**src/rtl/light_mon_pkg.sv**
```systemverilog
// Shared encodings for the traffic-light output monitor.
package light_mon_pkg;

  localparam logic [1:0] LIGHT_GREEN   = 2'b00;
  localparam logic [1:0] LIGHT_YELLOW  = 2'b01;
  localparam logic [1:0] LIGHT_RED     = 2'b10;
  localparam logic [1:0] LIGHT_ILLEGAL = 2'b11;

  typedef enum logic [2:0] {
    ERR_NONE    = 3'd0,
    ERR_ILLEGAL = 3'd1,
    ERR_BAD_SEQ = 3'd2,
    ERR_SHORT   = 3'd3,
    ERR_LONG    = 3'd4
  } err_code_e;

  typedef enum logic [1:0] {
    IDLE  = 2'd0,
    TRACK = 2'd1,
    CHECK = 2'd2
  } mon_state_e;

  // The only legal successor of each phase in the GREEN->YELLOW->RED cycle.
  function automatic logic [1:0] next_legal(input logic [1:0] p);
    case (p)
      LIGHT_GREEN:  next_legal = LIGHT_YELLOW;
      LIGHT_YELLOW: next_legal = LIGHT_RED;
      default:      next_legal = LIGHT_GREEN;
    endcase
  endfunction

endpackage

```
**src/rtl/light_dwell_cnt.sv**
```systemverilog
// Saturating dwell counter with synchronous clear and load-to-1.
module light_dwell_cnt #(
  parameter int unsigned CNT_W = 8
) (
  input  logic             clk,
  input  logic             rstb,
  input  logic             clr,
  input  logic             load,
  output logic [CNT_W-1:0] cnt
);

  logic [CNT_W-1:0] cnt_d, cnt_q;

  always_comb begin
    cnt_d = cnt_q;
    if (clr) begin
      cnt_d = '0;
    end else if (load) begin
      cnt_d = CNT_W'(1);
    end else if (cnt_q != '1) begin
      cnt_d = cnt_q + CNT_W'(1);
    end
  end

  always_ff @(posedge clk or negedge rstb) begin
    if (!rstb) begin
      cnt_q <= '0;
    end else begin
      cnt_q <= cnt_d;
    end
  end

  assign cnt = cnt_q;

endmodule

```
**src/rtl/light_monitor.sv**
```systemverilog
// Passive checker for the light[1:0] bus: phase order, dwell and period counting.
// Define LIGHT_MON_DURATION_CHK_EN to enable the SHORT/LONG duration checks.
module light_monitor
  import light_mon_pkg::*;
#(
  parameter int unsigned GREEN_CYCLES  = 8,
  parameter int unsigned YELLOW_CYCLES = 2,
  parameter int unsigned RED_CYCLES    = 6,
  parameter int unsigned CNT_W         = 8,
  parameter int unsigned PERIOD_W      = 16
) (
  input  logic                clk,
  input  logic                rstb,
  input  logic [1:0]          light,
  input  logic                clr,
  output logic [1:0]          phase,
  output logic [CNT_W-1:0]    dwell,
  output logic                period_done,
  output logic [PERIOD_W-1:0] period_cnt,
  output logic                err,
  output logic [2:0]          err_code
);

`ifdef LIGHT_MON_DURATION_CHK_EN
  localparam bit DurChkEn = 1'b1;
`else
  localparam bit DurChkEn = 1'b0;
`endif

  mon_state_e          state_d, state_q;
  logic [1:0]          phase_d, phase_q;
  logic                period_done_d, period_done_q;
  logic [PERIOD_W-1:0] period_cnt_d, period_cnt_q;
  logic                err_d, err_q;
  err_code_e           err_code_d, err_code_q;
  err_code_e           err_new;
  logic [CNT_W-1:0]    dwell_cnt;
  logic [CNT_W-1:0]    required;
  logic                dwell_load, dwell_clr;
  logic                changed, illegal, in_order;

  light_dwell_cnt #(.CNT_W(CNT_W)) u_dwell (
    .clk  (clk),
    .rstb (rstb),
    .clr  (dwell_clr),
    .load (dwell_load),
    .cnt  (dwell_cnt)
  );

  always_comb begin
    case (phase_q)
      LIGHT_YELLOW: required = CNT_W'(YELLOW_CYCLES);
      LIGHT_RED:    required = CNT_W'(RED_CYCLES);
      default:      required = CNT_W'(GREEN_CYCLES);
    endcase

    changed  = (light != phase_q);
    illegal  = (light == LIGHT_ILLEGAL);
    in_order = (light == next_legal(phase_q));

    // Chain order encodes error priority: ILLEGAL > BAD_SEQ > SHORT > LONG.
    err_new = ERR_NONE;
    if (illegal) begin
      err_new = ERR_ILLEGAL;
    end else if (state_q != IDLE && changed && !in_order) begin
      err_new = ERR_BAD_SEQ;
    end else if (DurChkEn && state_q == CHECK && changed && dwell_cnt < required) begin
      err_new = ERR_SHORT;
    end else if (DurChkEn && state_q == CHECK && !changed && dwell_cnt >= required) begin
      err_new = ERR_LONG;
    end

    state_d       = state_q;
    phase_d       = phase_q;
    period_done_d = 1'b0;
    period_cnt_d  = period_cnt_q;
    err_d         = err_q;
    err_code_d    = err_code_q;
    dwell_load    = 1'b0;
    dwell_clr     = 1'b0;

    if (clr) begin
      state_d      = IDLE;
      period_cnt_d = '0;
      err_d        = 1'b0;
      err_code_d   = ERR_NONE;
      dwell_clr    = 1'b1;
    end else if (err_new != ERR_NONE) begin
      state_d = IDLE;
      err_d   = 1'b1;
      if (err_code_q == ERR_NONE) begin
        err_code_d = err_new;
      end
    end else if (state_q == IDLE) begin
      phase_d    = light;
      dwell_load = 1'b1;
      state_d    = TRACK;
    end else if (changed) begin
      phase_d    = light;
      dwell_load = 1'b1;
      state_d    = CHECK;
      if (state_q == CHECK && phase_q == LIGHT_RED) begin
        period_done_d = 1'b1;
        period_cnt_d  = period_cnt_q + PERIOD_W'(1);
      end
    end
  end

  always_ff @(posedge clk or negedge rstb) begin
    if (!rstb) begin
      state_q       <= IDLE;
      phase_q       <= LIGHT_GREEN;
      period_done_q <= 1'b0;
      period_cnt_q  <= '0;
      err_q         <= 1'b0;
      err_code_q    <= ERR_NONE;
    end else begin
      state_q       <= state_d;
      phase_q       <= phase_d;
      period_done_q <= period_done_d;
      period_cnt_q  <= period_cnt_d;
      err_q         <= err_d;
      err_code_q    <= err_code_d;
    end
  end

  assign phase       = phase_q;
  assign dwell       = dwell_cnt;
  assign period_done = period_done_q;
  assign period_cnt  = period_cnt_q;
  assign err         = err_q;
  assign err_code    = err_code_q;

endmodule
```
**config.mk**
```make
export PLATFORM = sky130hd
export DESIGN_NAME = light_monitor
export DESIGN_NICKNAME = d
export VERILOG_FILES = /design/src/rtl/light_mon_pkg.sv /design/src/rtl/light_dwell_cnt.sv /design/src/rtl/light_monitor.sv
export SDC_FILE = /design/constraint.sdc
export NUM_CORES = 1
export LEC_CHECK = 0
export CAP_MARGIN = 20
export CORE_MARGIN = 4
export CORE_UTILIZATION = 30
export CTS_CLUSTER_SIZE = 30
export DETAILED_ROUTE_END_ITERATION = 12
export PLACE_DENSITY = 0.49
export SLEW_MARGIN = 10
export SYNTH_ARGS = -nofsm -noshare
export SYNTH_HDL_FRONTEND = slang
export SYNTH_SLANG_ARGS = --single-unit
```
**constraint.sdc**
```tcl
create_clock -name clk -period 1.9 [get_ports clk]
set_clock_uncertainty 0.05 [all_clocks]
set_input_delay 0.57 -clock clk [delete_from_list [all_inputs] [get_ports clk]]
set_output_delay 0.57 -clock clk [all_outputs]
set_load 0.005 [all_outputs]
```
==> summary.txt <==
====================================================================================================
Synth Area in Adders ..................................................................        1.36%
Worst path required time ..............................................................      1.28 ns
Count of endpoints failing hold in the final timing report ............................            0
Number of vias per cell after detailed routing ........................................         4.99
Ant. Diodes ...........................................................................            0
Hold Buf Count CTS ....................................................................            0
CP peak stage delay ...................................................................      0.53 ns
Warnings, synthesis ...................................................................            0
Top_reg_cell synth .................................................................... sky130_fd_sc_hd__dfrtp_1
Number of nets produced by synthesis ..................................................          208
# rows ................................................................................           28
Final setup violation count ...........................................................            0
Effective utilization at floorplan ....................................................        30.9%
Number of optimization iterations in the first detailed-route pass ....................            4
Highest-delay cell along the critical path ............................................ sky130_fd_sc_hd__clkdlybuf4s50_1
Pins Over Slew Limit ..................................................................            0
I/O pin count .........................................................................           36
Area of the mapped netlist ............................................................    1840 um^2
Drt first-iter violations .............................................................           49
Avg WL per Cell .......................................................................      13.3 um
Area share of and/or/nand/nor cells after synthesis ...................................        30.6%
Synthesized area per cell .............................................................    9.16 um^2
H-tree level count ....................................................................            2
Signal arrival time at the worst endpoint .............................................      1.25 ns
Initial antenna violation count .......................................................            0
Setup repair after global routing missed its margin ...................................        false
Library cells used by synthesis .......................................................           49
Number of inserted filler cells in the final layout ...................................          620
Clock latency on the worst-skew pair ..................................................      0.28 ns
Die Area ..............................................................................    7460 um^2
Mux share of post-synthesis cell area .................................................       0.543%
Number of placed instances, taps included .............................................          321
Number of global-route vias before repair .............................................         1561
Static leakage ........................................................................      1.07 nW
Buffers on Ports ......................................................................           34
Setup crit end kind ...................................................................  output port
Gr ovfl total .........................................................................            0
Half-perimeter wire length of the detailed placement result ...........................      3150 um
Layout net count ......................................................................          267
Final weighted congestion of routability-driven global placement ......................        0.728
Number of maximum-capacitance violations ..............................................            0
Buffer and inverter count on the worst path ...........................................            1
Number of enable-type register cells in the synthesized netlist .......................            0
Final critical-path setup slack .......................................................    0.0332 ns
List of cells traversed by the critical path .......................................... clkdlybuf4s50_1
Post-synthesis compound-gate area fraction ............................................        14.0%
Final period utilization ..............................................................        98.3%
FF+latch count, synth .................................................................           32
Clock sink count ......................................................................           32
Most common cell after layout, fill and taps aside .................................... sky130_fd_sc_hd__clkdlybuf4s50_1
Total DRC errors in the routed layout .................................................            0
Clock-pin slew reported for the worst setup and hold paths after clock tree synthesis .      0.07 ns
Largest net degree at the start of global routing .....................................           33
Cell count after synthesis ............................................................          201
Number of standard cells in the layout, taps in and fillers out .......................          336
Die Wd ................................................................................      86.4 um
Outcome ............................................................................... finished clean
Proportion of synthesized flip-flops having asynchronous set or reset .................         100%
Post-synthesis sequential area ratio ..................................................        43.5%
Worst VDD drop ........................................................................     0.360 mV
Max Root-Sink Buffers .................................................................            2
Category of cells accounting for the largest share of critical-path delay ............. buffers and inverters
First-pass GRT wire length ............................................................      7440 um
Main combinational cell family by area after synthesis ................................ simple AND/OR/NAND/NOR gates
XOR/XNOR Fraction of Synth Area .......................................................        5.23%
Fraction of final layout cells with drive strength greater than 1 .....................        22.6%
Number of antenna-violating nets in the routed design .................................            0
Pwr per Cell Area .....................................................................  652 nW/um^2
Setup WS pre-CTS ......................................................................    -0.507 ns
Aggregate negative setup slack ........................................................         0 ns
Final cell utilization of the core ....................................................        43.6%
Timing-limited maximum frequency ......................................................    0.536 GHz
Top fanout value on the critical path .................................................            5
Most frequent cells in the layout ..................................................... 32 x sky130_fd_sc_hd__clkdlybuf4s50_1, 31 x sky130_fd_sc_hd__buf_4, 23 x sky130_fd_sc_hd__dfrtp_1
Fin crit period .......................................................................      1.87 ns
Area overhead of the layout relative to synthesis .....................................        41.1%
Nature of the critical path startpoint ................................................     register
Root Buffer Master .................................................................... sky130_fd_sc_hd__clkbuf_8
Number of buffers created by CTS ......................................................            5
Clock tree from TritonCTS .............................................................          yes
Total core area .......................................................................    5960 um^2
Total number of vias ..................................................................         1675
Worst hold path class .................................................................   reg -> reg
Die boundary height ...................................................................      86.4 um
Overall routed net length .............................................................      4450 um
Kind of critical path .................................................................   reg -> out
Overall Global Routing Usage ..........................................................        12.4%
====================================================================================================
==> cells by family after synthesis <==
kind of cell	count (synthesis)
simple gates	92
xor+xnor	11
flops	32
fa+ha+maj	2
buf+inv	18
mux	1
compound gates	44
other cells	1
==> layer usage <==
layer / global-route usage, % / routed length [um] / vias up
li1: - / - / 844
met3: 3.14 / 173 / 7
met5: 0 / 0 / -
met1: 16.4 / 2150 / 799
met2: 20.2 / 2080 / 25
met4: 3.40 / 52 / 0
==> through the flow <==
stage / power [W] / hold WS [ns] / cell area, um^2
final: 0.00169 / 0.485 / 2600
after detailed placement: 0.00105 / 0.477 / 2410
after global placement: 0.00106 / 0.472 / 2410
after CTS: 0.00171 / 0.489 / 2540
after global routing: 0.00179 / 0.526 / 2600
after floorplan: 0.000901 / 0.224 / 1840
==> power breakdown <==
part / switching (W) / leakage, nW / internal, W
clock: 0.000261 / 0.0552 / 0.000389
combinational: 0.000154 / 0.588 / 0.000157
sequential: 0.0000265 / 0.423 / 0.000706
total: 0.000442 / 1.07 / 0.00125
==> final timing paths <==
| check | from | to | cells past startpoint | slack, ns |
|---|---|---|---|---|
| max | period_cnt[1] | period_cnt[1] | 1 | 0.03 |
| max in group asynchronous | rstb | period_cnt[3] | 2 | 1.01 |
| max reg2reg | phase[0] | period_cnt[15] | 5 | 0.12 |
| min reg2reg | err_code[1] | err_code[1] | 2 | 0.48 |
| min | err_code[1] | err_code[1] | 2 | 0.48 |
| min in group asynchronous | rstb | period_cnt[10] | 2 | 0.59 |
==> flip-flops by register name, indices dropped and copies added (netlist names) <==
name,cells
state_q,2
phase,2
period_cnt,16
u_dwell.cnt,8
err,1
period_done,1
err_code,2
==> cells in the mapped netlist (all sizes together), types with 3 or more instances <==
library cell | instances | area (um^2)
a21oi | 15 | 75.1
inv | 4 | 15.0
o21ai | 14 | 70.1
nand2 | 8 | 30.0
xor2 | 5 | 43.8
or3 | 4 | 25.0
nor4bb | 4 | 40.0
dfrtp | 32 | 801
a31oi | 5 | 31.3
or2 | 3 | 18.8
nand3 | 12 | 60.1
xnor2 | 6 | 52.6
nand4 | 4 | 55.1
and3 | 6 | 37.5
clkbuf | 8 | 30.0
nor3 | 8 | 40.0
nor2 | 21 | 81.3
buf | 6 | 38.8
nor3b | 3 | 22.5
and4 | 3 | 26.3
==> what timing repair did <==
| action | in CTS | in global routing |
|---|---|---|
| pin swaps | 2 | 3 |
| buffers inserted | 2 | 5 |
| gates resized for setup | 7 | 12 |
| gates cloned | 0 | 0 |
| endpoints found under the hold margin | 0 | 0 |
| setup endpoints to repair | 23 | 17 |
==> worst register-to-register path, delay by kind of cell, from the launching register on <==
kind	cells	cell delay (ns)
and+or+nand+nor	3	0.88
AOI/OAI and AO/OA	1	0.12
buffers and inverters	1	0.23
DFF	1	0.44
==> final cells by class <==
class	count	area (um^2)	area share, %
Multi-Input combinational cell	151	983	37.8
Inverter	4	15.0	0.578
Clock buffer	6	72.6	2.79
Tap cell	75	93.8	3.61
Clock inverter	2	35.0	1.35
Sequential cell	32	812	31.2
Timing Repair Buffer	66	587	22.6
(Power assumes the default switching activity.)
